==> src/rtl/power_gating_top.sv <==
// Power-gating sequencer for one switchable domain: orders switch, isolation and retention strobes.
// Optional SAVE_TIMEOUT_EN: leave SAVE after SAVE_TIMEOUT cycles even without a block ack.
module power_gating_top #(
    parameter int RAMP_CYCLES    = 4,
    parameter int RESTORE_CYCLES = 2,
    parameter int SAVE_TIMEOUT   = 64
) (
    input  logic clk,
    input  logic rst_n,
    input  logic power_on_req,
    input  logic power_off_req,
    input  logic ack_from_block_tb,
    output logic isolate_en,
    output logic save_state,
    output logic restore_state,
    output logic power_switch_en,
    output logic power_on_ack,
    output logic power_off_ack
);

    typedef enum logic [2:0] {
        ST_OFF     = 3'd0,
        ST_PWR_UP  = 3'd1,
        ST_RESTORE = 3'd2,
        ST_ON_ACK  = 3'd3,
        ST_ON      = 3'd4,
        ST_ISOLATE = 3'd5,
        ST_SAVE    = 3'd6,
        ST_PWR_DN  = 3'd7
    } state_t;

    localparam logic [7:0] RAMP_LD    = 8'(RAMP_CYCLES - 1);
    localparam logic [7:0] RESTORE_LD = 8'(RESTORE_CYCLES - 1);
    localparam logic [7:0] SAVE_LD    = 8'(SAVE_TIMEOUT - 1);

    // Output vector order: {iso, sw, save, rest, on_ack, off_ack}
    function automatic logic [5:0] state_outputs(input state_t s);
        logic [5:0] v;
        case (s)
            ST_OFF:     v = 6'b100000;
            ST_PWR_UP:  v = 6'b110000;
            ST_RESTORE: v = 6'b110100;
            ST_ON_ACK:  v = 6'b010010;
            ST_ON:      v = 6'b010000;
            ST_ISOLATE: v = 6'b110000;
            ST_SAVE:    v = 6'b111000;
            ST_PWR_DN:  v = 6'b100001;
            default:    v = 6'b100000;
        endcase
        return v;
    endfunction

    state_t      state_r;
    logic [7:0]  cnt_r;
    logic [5:0]  out_r;

    // Sequencer: state, shared down-counter and outputs registered together from the next state
    always_ff @(posedge clk or negedge rst_n) begin
        if (!rst_n) begin
            state_r <= ST_OFF;
            cnt_r   <= 8'd0;
            out_r   <= state_outputs(ST_OFF);
        end else begin
            case (state_r)
                ST_OFF: begin
                    if (power_on_req) begin
                        state_r <= ST_PWR_UP;
                        cnt_r   <= RAMP_LD;
                        out_r   <= state_outputs(ST_PWR_UP);
                    end
                end
                ST_PWR_UP: begin
                    if (cnt_r == 8'd0) begin
                        state_r <= ST_RESTORE;
                        cnt_r   <= RESTORE_LD;
                        out_r   <= state_outputs(ST_RESTORE);
                    end else begin
                        cnt_r <= cnt_r - 8'd1;
                    end
                end
                ST_RESTORE: begin
                    if (cnt_r == 8'd0) begin
                        state_r <= ST_ON_ACK;
                        out_r   <= state_outputs(ST_ON_ACK);
                    end else begin
                        cnt_r <= cnt_r - 8'd1;
                    end
                end
                ST_ON_ACK: begin
                    state_r <= ST_ON;
                    cnt_r   <= 8'd0;
                    out_r   <= state_outputs(ST_ON);
                end
                ST_ON: begin
                    if (power_off_req) begin
                        state_r <= ST_ISOLATE;
                        out_r   <= state_outputs(ST_ISOLATE);
                    end
                end
                ST_ISOLATE: begin
                    state_r <= ST_SAVE;
                    cnt_r   <= SAVE_LD;
                    out_r   <= state_outputs(ST_SAVE);
                end
                ST_SAVE: begin
`ifdef SAVE_TIMEOUT_EN
                    // A missing block ack is treated exactly like an ack once the budget runs out
                    if (ack_from_block_tb || (cnt_r == 8'd0)) begin
                        state_r <= ST_PWR_DN;
                        cnt_r   <= 8'd0;
                        out_r   <= state_outputs(ST_PWR_DN);
                    end else begin
                        cnt_r <= cnt_r - 8'd1;
                    end
`else
                    if (ack_from_block_tb) begin
                        state_r <= ST_PWR_DN;
                        cnt_r   <= 8'd0;
                        out_r   <= state_outputs(ST_PWR_DN);
                    end
`endif
                end
                ST_PWR_DN: begin
                    state_r <= ST_OFF;
                    out_r   <= state_outputs(ST_OFF);
                end
                default: begin
                    state_r <= ST_OFF;
                    cnt_r   <= 8'd0;
                    out_r   <= state_outputs(ST_OFF);
                end
            endcase
        end
    end

    assign isolate_en      = out_r[5];
    assign power_switch_en = out_r[4];
    assign save_state      = out_r[3];
    assign restore_state   = out_r[2];
    assign power_on_ack    = out_r[1];
    assign power_off_ack   = out_r[0];

endmodule

==> config.mk <==
export PLATFORM = sky130hd
export DESIGN_NAME = power_gating_top
export DESIGN_NICKNAME = d
export VERILOG_FILES = /design/src/rtl/power_gating_top.sv
export SDC_FILE = /design/constraint.sdc
export NUM_CORES = 1
export LEC_CHECK = 0
export ABC_AREA = 1
export ABC_CLOCK_PERIOD_IN_PS = 1500
export BUFFER_PORTS_ARGS = -buffer_cell sky130_fd_sc_hd__buf_2
export CAP_MARGIN = 30
export CORE_MARGIN = 4
export CORE_UTILIZATION = 35
export DETAILED_ROUTE_END_ITERATION = 12
export PLACE_DENSITY_LB_ADDON = 0.08
export SETUP_SLACK_MARGIN = 0.2
export SLEW_MARGIN = 10
export SYNTH_ARGS = -nofsm -noshare
export SYNTH_HDL_FRONTEND = slang
export SYNTH_SLANG_ARGS = --single-unit
==> constraint.sdc <==
create_clock -name clk -period 1.5 [get_ports clk]
set_input_delay 0.3 -clock clk [delete_from_list [all_inputs] [get_ports clk]]
set_output_delay 0.3 -clock clk [all_outputs]
set_load 0.01 [all_outputs]
==> flow_summary.toml <==
[placement]
io_buffers = 10
gp_congestion = 0.8348
dpl.hpwl_mm = 1.624

[clock_tree]
clock_path_buffers = 2
clkTransAtPathRegs_ns = 0.10
tritoncts = "done"
clkSinkCount = 17
cts_buffers = 3
htree_levels = 1
cts-root-buf = "clkbuf_4"
clock_latency_ns = 0.28

[synth]
yosys-top-cells-area = "dfrtp_1 40%, nand2_1 21%, xor2_1 4.4%, inv_1 4.1%, nor2_2 3.8%"
ys_ff_latch = 17
synth_top_area_share_pct = 40.20
synth_area_um2 = 996.0
ys_types = 22
syn_inst = 132
seq_area_frac_synth_pct = 42.84
synth_warnings = 0
synthArstFlopShare_pct = 100.0
synth_nets = 139
synth_edf_count = 0
synth_area_leader_cell = "dfrtp_1"
synth-main-ff-cell = "dfrtp_1"
synth.avg_cell_area_um2 = 7.545

[global_route]
grt_start_max_net_pins = 18
grt_pass1_vias = 916
grt_use_total_pct = 14.76
antenna_found_initial = 0
grt_pass1_wl_mm = 4.029
grt_overflow = 0

[sta]
drv_slew = 0
max_slew_margin_pct = 71.11
fin_crit_ns = 1.314
hold_viol = 0
fmax_mhz = 761.1
setup_tns_ns = 0
hold_slack_ns = 0.4735
rsz0062_at_grt = "yes"
max_slew.worst_pin.slew_ns = 0.4333
fin_crit_sh_pct = 87.59
finClkSkew_ns = 0.006750
setup_viol = 0

[setup_path]
r2r_cells = 8
end_kind = "flop"
rr_startpoint = "cnt_r[3]$_DFFE_PN0P_"
cp-endpoint = "cnt_r[2]$_DFFE_PN0P_"
crit_fanout = 5
critPathBufInv = 0
crit_required_ns = 1.68
worst_path_most_repeated_cell = "nand2_1"
cp_slowest_cell = "dfrtp_1"
cp_cell_sequence = "nor2_4 > nand2_4 > o21ai_4 > nand2_2 > nand2_1 > nand2_1 > nand2_1 > nand2_1"
crit_family = "simple AND/OR/NAND/NOR gates"
ff2ff_setup_slack_ns = 0.19
crit_cells = 8
cp-startpoint = "cnt_r[3]$_DFFE_PN0P_"
critical_path.max_stage_delay_ns = 0.43
critPathKind = "reg2reg"
rr_endpoint = "cnt_r[2]$_DFFE_PN0P_"
cp.arrival_ns = 1.49
cp-start-kind = "flop"

[die]
io_pins = 11
die_w_um = 61.35
start_util_pct = 36.43
core.rowCount = 19
core_um2 = 2734
dieArea_um2 = 3763
die-height_um = 61.35

[routing]
ant_nets = 0
routedWlPerCell_um = 12.74
wl_mm = 2.484
dr.pass1.iters = 4
drc = 0
routed_via_density = 4.697
vias = 916
drtIter0Drc = 15

[power]
power.leakage_nw = 0.6676
p_per_area_nw_per_um2 = 501.5
ir_drop_mv = 0.4765

[cells_and_area]
multi_input_area_um2 = 699.4
antenna_cells = 0
fill_cells = 265
fin_nets = 172
drive_above_1_share_pct = 44.51
seq_area_um2 = 431.7
area_delta_synth_final_pct = 43.59

[min_path]
min_path_type = "in2async"

[job]
drv_cap = 0

[status]
outcome = "completed"
where the power goes:
group	switching, mW	internal [mW]	leakage [nW]	total [mW]
sequential	0	0.458	0.183	0.458
combinational	0.0125	0.00565	0.469	0.0182
clock	0.138	0.103	0.0150	0.241
total	0.150	0.567	0.668	0.717
registers in the layout, summed over array words and instances (netlist names):
register  flops
cnt_r         8
out_r         6
state_r       3
synthesized netlist by cell type (2+ instances only):
library cell,n
nand2_2,3
ha_1,2
nor2_1,9
o21ai_1,4
inv_1,11
nand3_1,5
dfrtp_1,16
xor2_1,5
o21ai_2,2
o21ai_0,2
nor2_2,6
nand2_1,57
metal layers:
layer / track usage [%] / share of wire (%) / vias up
met5: 0 / 0 / -
met4: 6.970 / 1.7 / 0
met3: 2.516 / 2.7 / 4
met2: 24.32 / 49 / 11
met1: 18.77 / 47 / 425
li1: - / - / 476
what timing repair did:
| action | in CTS | in global routing |
|---|---|---|
| gates cloned | 1 | 0 |
| gates resized for setup | 18 | 33 |
| endpoints found under the setup margin | 15 | 16 |
| endpoints found under the hold margin | 16 | 0 |
| buffers inserted | 3 | 10 |
| hold buffers | 1 | 0 |
| pin swaps | 10 | 10 |
metrics by stage:
step / setup slack (ns) / utilization, % / cells / power, mW / area, um^2
6_report: 0.1862 / 52.31 / 195 / 0.7173 / 1430
5_1_grt: 0.08653 / 52.31 / 195 / 0.7556 / 1430
4_1_cts: 0.1343 / 45.08 / 185 / 0.7368 / 1232
3_5_place_dp: 0.07357 / 40.50 / 176 / 0.4831 / 1107
3_3_place_gp: 0.1382 / 40.50 / 176 / 0.4827 / 1107
2_1_floorplan: 0.2204 / - / 132 / 0.4677 / 996.0
worst min path at each step:
stage,from,to,slack [ns],cells after the start
5_1_grt,rst_n,out_r[0]$_DFFE_PN0P_,0.49,2
6_report,rst_n,out_r[4]$_DFFE_PN0P_,0.47,2
4_1_cts,rst_n,state_r[1]$_DFFE_PN0P_,0.48,2
2_1_floorplan,rst_n,cnt_r[0]$_DFFE_PN0P_,0.004,0
3_5_place_dp,rst_n,out_r[4]$_DFFE_PN0P_,0.26,1
3_3_place_gp,rst_n,cnt_r[7]$_DFFE_PN0P_,0.25,1
layout by cell type (no fill, tap or decap):
cell,instances
inv_2,3
nand3b_4,1
clkbuf_1,1
nor2_2,1
dfrtp_1,12
nand3_2,1
inv_4,2
buf_2,10
dfstp_2,1
o211ai_1,1
dfrtp_2,4
dlygate4sd3_1,1
nor2_1,4
o21ai_4,3
nand3_4,1
nor3_2,1
nand3b_1,1
nand3_1,4
inv_1,7
buf_4,15
buf_6,1
nand2_2,9
xor2_1,5
nor2_4,10
clkbuf_4,3
a21oi_1,1
nand2_4,5
o21ai_1,5
o21bai_1,1
nand2_1,48
ha_4,2
kinds of logic after synthesis:
family	count (synthesis)	share of synthesized area, %
AOI/OAI and AO/OA	11	6.784
adders and majority gates	2	2.512
buffers and inverters	12	4.522
xor gates and xnor gates	5	4.397
and+or+nand+nor	85	38.95
DFF	17	42.84
cell type report:
cell class              instances  area share [%]
repair buffers                 27           12.86
well taps                      31           2.712
multi-input cells             104           48.91
flip-flops and latches         17           30.18
inverters                      12           3.500
clock buffers                   4           1.837
(Power assumes the default switching activity.)
